--- src/rtl/cram_unload_sequencer.sv ---
// Streams a contiguous CRAM word range to the swizzle stage; optional zero padding under CRAM_UNLOAD_PAD_EN.
// Latency: start -> first data_valid 3 cycles; hold pauses read issue only; output has no backpressure.
module cram_unload_sequencer #(
  parameter int RAM_DWIDTH   = 40,
  parameter int RAM_AWIDTH   = 9,
  parameter int NUM_WORDS    = 512,
  parameter int SWITCH_COUNT = 40
) (
  input  logic                  clk,
  input  logic                  reset,
  input  logic                  start,
  input  logic [RAM_AWIDTH-1:0] base_addr,
  input  logic [RAM_AWIDTH:0]   num_words,
  input  logic                  hold,
  output logic                  busy,
  output logic                  done,
  output logic [RAM_AWIDTH-1:0] ram_addr,
  output logic                  ram_re,
  input  logic [RAM_DWIDTH-1:0] ram_rdata,
  output logic                  data_valid,
  output logic [RAM_DWIDTH-1:0] data_out
);

  typedef enum logic [2:0] {S_IDLE, S_READ, S_PAD, S_DRAIN, S_DONE} state_t;

  state_t                state;
  logic [RAM_AWIDTH-1:0] addr;
  logic [RAM_AWIDTH-1:0] addr_nxt;
  logic [RAM_AWIDTH:0]   remaining;
  logic                  rd_vld;
  logic                  pipe_empty;

  assign addr_nxt = (addr == RAM_AWIDTH'(NUM_WORDS - 1)) ? '0 : addr + 1'b1;

`ifdef CRAM_UNLOAD_PAD_EN
  localparam int SCW = (SWITCH_COUNT > 1) ? $clog2(SWITCH_COUNT) : 1;
  logic           pad_re;
  logic           pad_vld;
  logic [SCW-1:0] sw_cnt;
  logic [SCW-1:0] sw_nxt;

  // sw_cnt tracks total words issued (real + pad) modulo SWITCH_COUNT
  assign sw_nxt     = (sw_cnt == SCW'(SWITCH_COUNT - 1)) ? '0 : sw_cnt + 1'b1;
  assign pipe_empty = !ram_re && !rd_vld && !pad_re && !pad_vld;
`else
  assign pipe_empty = !ram_re && !rd_vld;
`endif

  always_ff @(posedge clk or posedge reset) begin
    if (reset) begin
      state     <= S_IDLE;
      busy      <= 1'b0;
      done      <= 1'b0;
      ram_re    <= 1'b0;
      ram_addr  <= '0;
      addr      <= '0;
      remaining <= '0;
`ifdef CRAM_UNLOAD_PAD_EN
      pad_re    <= 1'b0;
      sw_cnt    <= '0;
`endif
    end else begin
      ram_re <= 1'b0;
      done   <= 1'b0;
`ifdef CRAM_UNLOAD_PAD_EN
      pad_re <= 1'b0;
`endif
      case (state)
        S_IDLE: begin
          if (start) begin
            busy      <= 1'b1;
            addr      <= base_addr;
            remaining <= num_words;
`ifdef CRAM_UNLOAD_PAD_EN
            sw_cnt    <= '0;
`endif
            if (num_words == '0) begin
              state <= S_DONE;
              done  <= 1'b1;
            end else begin
              state <= S_READ;
            end
          end
        end
        S_READ: begin
          if (!hold) begin
            ram_re    <= 1'b1;
            ram_addr  <= addr;
            addr      <= addr_nxt;
            remaining <= remaining - 1'b1;
`ifdef CRAM_UNLOAD_PAD_EN
            sw_cnt    <= sw_nxt;
            if (remaining == (RAM_AWIDTH+1)'(1))
              state <= (sw_nxt == '0) ? S_DRAIN : S_PAD;
`else
            if (remaining == (RAM_AWIDTH+1)'(1))
              state <= S_DRAIN;
`endif
          end
        end
`ifdef CRAM_UNLOAD_PAD_EN
        S_PAD: begin
          if (!hold) begin
            pad_re <= 1'b1;
            sw_cnt <= sw_nxt;
            if (sw_nxt == '0)
              state <= S_DRAIN;
          end
        end
`endif
        S_DRAIN: begin
          // leave only once the last issued word has landed on data_out
          if (pipe_empty) begin
            state <= S_DONE;
            done  <= 1'b1;
          end
        end
        S_DONE: begin
          state <= S_IDLE;
          busy  <= 1'b0;
        end
        default: state <= S_IDLE;
      endcase
    end
  end

  // Pad slots ride the same two-stage pipe as real reads so ordering is preserved
  always_ff @(posedge clk or posedge reset) begin
    if (reset) begin
      rd_vld     <= 1'b0;
      data_valid <= 1'b0;
      data_out   <= '0;
`ifdef CRAM_UNLOAD_PAD_EN
      pad_vld    <= 1'b0;
`endif
    end else begin
      rd_vld <= ram_re;
`ifdef CRAM_UNLOAD_PAD_EN
      pad_vld    <= pad_re;
      data_valid <= rd_vld || pad_vld;
      if (rd_vld)
        data_out <= ram_rdata;
      else if (pad_vld)
        data_out <= '0;
`else
      data_valid <= rd_vld;
      if (rd_vld)
        data_out <= ram_rdata;
`endif
    end
  end

endmodule

--- config.mk ---
export PLATFORM = sky130hd
export DESIGN_NAME = cram_unload_sequencer
export DESIGN_NICKNAME = d
export VERILOG_FILES = /design/src/rtl/cram_unload_sequencer.sv
export SDC_FILE = /design/constraint.sdc
export NUM_CORES = 1
export LEC_CHECK = 0
export BUFFER_PORTS_ARGS = -buffer_cell sky130_fd_sc_hd__buf_2
export CORE_AREA = 2 2 73 103
export CTS_CLUSTER_DIAMETER = 120
export DETAILED_ROUTE_END_ITERATION = 8
export DIE_AREA = 0 0 75 105
export PLACE_DENSITY = 0.78
export SYNTH_ARGS = -nofsm -noshare
export SYNTH_HDL_FRONTEND = slang
export SYNTH_SLANG_ARGS = --single-unit
--- constraint.sdc ---
create_clock -name clk -period 2.9 [get_ports clk]
set_clock_uncertainty 0.1 [all_clocks]
set_input_delay 0.58 -clock clk [delete_from_list [all_inputs] [get_ports clk]]
set_output_delay 0.58 -clock clk [all_outputs]
set_load 0.005 [all_outputs]
==> results.toml <==
[clocking]
cts_buffer_depth = 2
cts_buffers = 9
cts_tree = "built"
cts_setup_buffers = 0
clock-sinks = 76
insertion_delay_ps = 350
cts-root-buf = "clkbuf_8"
htree_levels = 3
postCtsHoldBufs = 0
ctsResizeCount = 0
clk_pin_slew_ps = 80

[die]
die_y_um = 105
num_rows = 36
initial_core_util_pct = 48.98
dieArea_um2 = 7875
die_w_um = 75
io_pins = 116
core-area_um2 = 6892

[cells_and_area]
nFillCells = 574
diodes = 0
layout.nets = 460
synthToLayoutAreaGrowth_pct = 24.28
multi_input_area_um2 = 1364
fin_cells = 493
area.sequential_um2 = 1902
drive_above_1_share_pct = 47.24

[synthesis]
yosys_warnings = 0
syn_nets = 344
syn-instance-count = 277
ys_seq_elements = 76
seq_area_frac_synth_pct = 56.34
netlist-cell-type-count = 45
avgSynthCellArea_um2 = 12.19
synth_area_um2 = 3376

[routing]
drc = 0
post_drt_wl_per_cell_um = 14.81
dr.pass1.iters = 4
wirelength_um = 7299
ant_nets = 0
drt_iter0_drc = 69
vias = 2595
via_per_inst = 5.264

[setup_path]
path_cells = "ha_1, nand3_1, nor2_1, ha_1, or4b_4, nor3b_2, a21oi_1, o21ai_2"
crit_family = "simple AND/OR/NAND/NOR gates"
critPathSlowestCell = "or4b_4"
path_buf_inv = 0
r2r_cells = 8
ff2ff_setup_slack_ps = 730
cp_max_fo = 11
worst-setup-path-type = "register to register"
crit_path_max_incr_delay_ps = 580
crit_arrival_ps = 2360
cpMostUsedCell = "ha_1"
crit_path_start_kind = "register"
r2r-start = "addr[0]"
r2r_end = "addr[2]"
cp-end-kind = "register"
worst-endpoint-required_ps = 3090

[placement]
io_buffers = 115
place_inst = 477
hpwlAfterDp_um = 5377
routabilityCongestion = 0.8077

[timing]
setup_viol = 0
hold_viol = 0
holdWs_ps = 138.6
finalMaxSlewViolations = 0
period_share_pct = 74.83
setup_tns_ps = 0
grt_setup_unrepaired = "false"
period_minus_slack_ps = 2170
relSlewSlack_pct = 63.46
max_freq_ghz = 0.4608
worst_pin_slew_ps = 548.0

[global_route]
grt_pass1_vias = 2556
grt_overflow_total = 0
grt_max_degree = 43
antenna_found_initial = 0
grt_first_pass_wirelength_um = 11970
grt_use_total_pct = 19.70

[flow_run]
max-cap-violations = 0

[status]
outcome = "completed"

[pwr]
p_leak_nw = 1.943
ir_worst_vdd_uv = 479.3
design_power_total_mw = 4.508
powerDensity_nw_per_um2 = 1075

[hold_path]
hold_class = "input pin to asynchronous set/reset pin"
==> kinds of logic after synthesis <==
family                   synth area share [%]
flip-flops                              56.34
AND/OR/NAND/NOR                         11.19
AO/OA/AOI/OAI                           11.38
multiplexers                            16.35
buffers and inverters                   3.262
adder cells (fa/ha/maj)                 1.483
==> cell usage after synthesis, drive strengths merged <==
| cell type | n | area (µm²) |
|---|---|---|
| and2 | 1 | 6.260 |
| dfrtp | 76 | 1902 |
| ha | 4 | 50.05 |
| o21ai | 22 | 113.9 |
| o211ai | 2 | 15.01 |
| or4b | 2 | 23.77 |
| nand3 | 6 | 30.03 |
| a31o | 1 | 8.760 |
| or4 | 2 | 18.77 |
| nand2b | 1 | 6.260 |
| nor3b | 2 | 20.02 |
| nand2 | 11 | 41.29 |
| o31ai | 1 | 7.510 |
| a32o | 1 | 10.01 |
| clkbuf | 7 | 26.28 |
| nor4 | 4 | 31.28 |
| a22oi | 5 | 37.54 |
| o2bb2ai | 6 | 52.55 |
| nor2b | 4 | 25.02 |
| or3b | 2 | 17.52 |
| nor3 | 8 | 50.05 |
| a22o | 2 | 17.52 |
| a2bb2oi | 1 | 8.760 |
| a31oi | 2 | 12.51 |
| inv | 3 | 11.26 |
| nor2 | 23 | 93.84 |
| a21oi | 15 | 75.07 |
| mux2 | 49 | 551.8 |
| a211oi | 2 | 15.01 |
| o211a | 1 | 10.01 |
| nand4 | 1 | 6.260 |
| nand3b | 1 | 7.510 |
| buf | 9 | 72.57 |
==> worst max-delay path by stage <==
stage	start	to	slack, ps	cells after the start
after CTS	addr[0]	addr[2]	720	8
after detailed placement	addr[0]	addr[2]	730	8
final	addr[0]	addr[2]	730	8
after floorplan	reset	addr[0]	280	1
after global routing	addr[0]	addr[2]	630	8
after global placement	addr[0]	addr[2]	820	8
==> state kept, by name (all words and copies together) (netlist names), 3 cells and up <==
signal and flops:
ram_addr 9, addr 9, state 3, data_out 40
remaining 10
==> metal layers <==
metal	track usage (%)	vias to the layer above	routed length, µm
li1	-	1238	-
met1	25.00	1227	3167
met2	30.95	116	3458
met3	5.593	14	529
met4	8.163	0	143
met5	0	-	0
==> metrics by stage <==
step / setup slack [ps] / util (%) / cell area [µm²]
2_1_floorplan: 281.7 / - / 3376
5_1_grt: 626.0 / 60.88 / 4195
3_5_place_dp: 729.9 / 58.28 / 4016
4_1_cts: 716.7 / 60.88 / 4195
6_report: 730.0 / 60.88 / 4195
3_3_place_gp: 822.6 / 58.28 / 4016
==> cell type report <==
cell class | instances | share of cell area (%)
sequential | 76 | 45.33
timing repair buffer | 121 | 14.79
clock inverter | 4 | 0.5667
clock buffer | 12 | 3.698
multi-input combinational | 182 | 32.51
tap | 95 | 2.833
inverter | 3 | 0.2684
==> layout by cell type (no fill, tap or decap), drive strengths merged, types with 2 or more instances in the layout <==
cell type and n:
a211oi 2, nand2 11, mux2 49, a21oi 15, nand3 6, or4 2
a31oi 2, o21ai 22, or4b 2, a22oi 5, clkbuf 12, buf 121
nor4 4, nor2b 4, dfrtp 76, ha 4, nor2 23, o2bb2ai 6
nor3 8, clkinv 4, o211ai 2, or3b 2, inv 3, nor3b 2
a22o 2
==> where the power goes <==
part	leakage [nW]	internal [mW]	switching [mW]
sequential	0.900	1.56	0.339
combinational	0.947	0.974	0.916
clock	0.0961	0.355	0.368
Power figures use the tool's default switching activity.
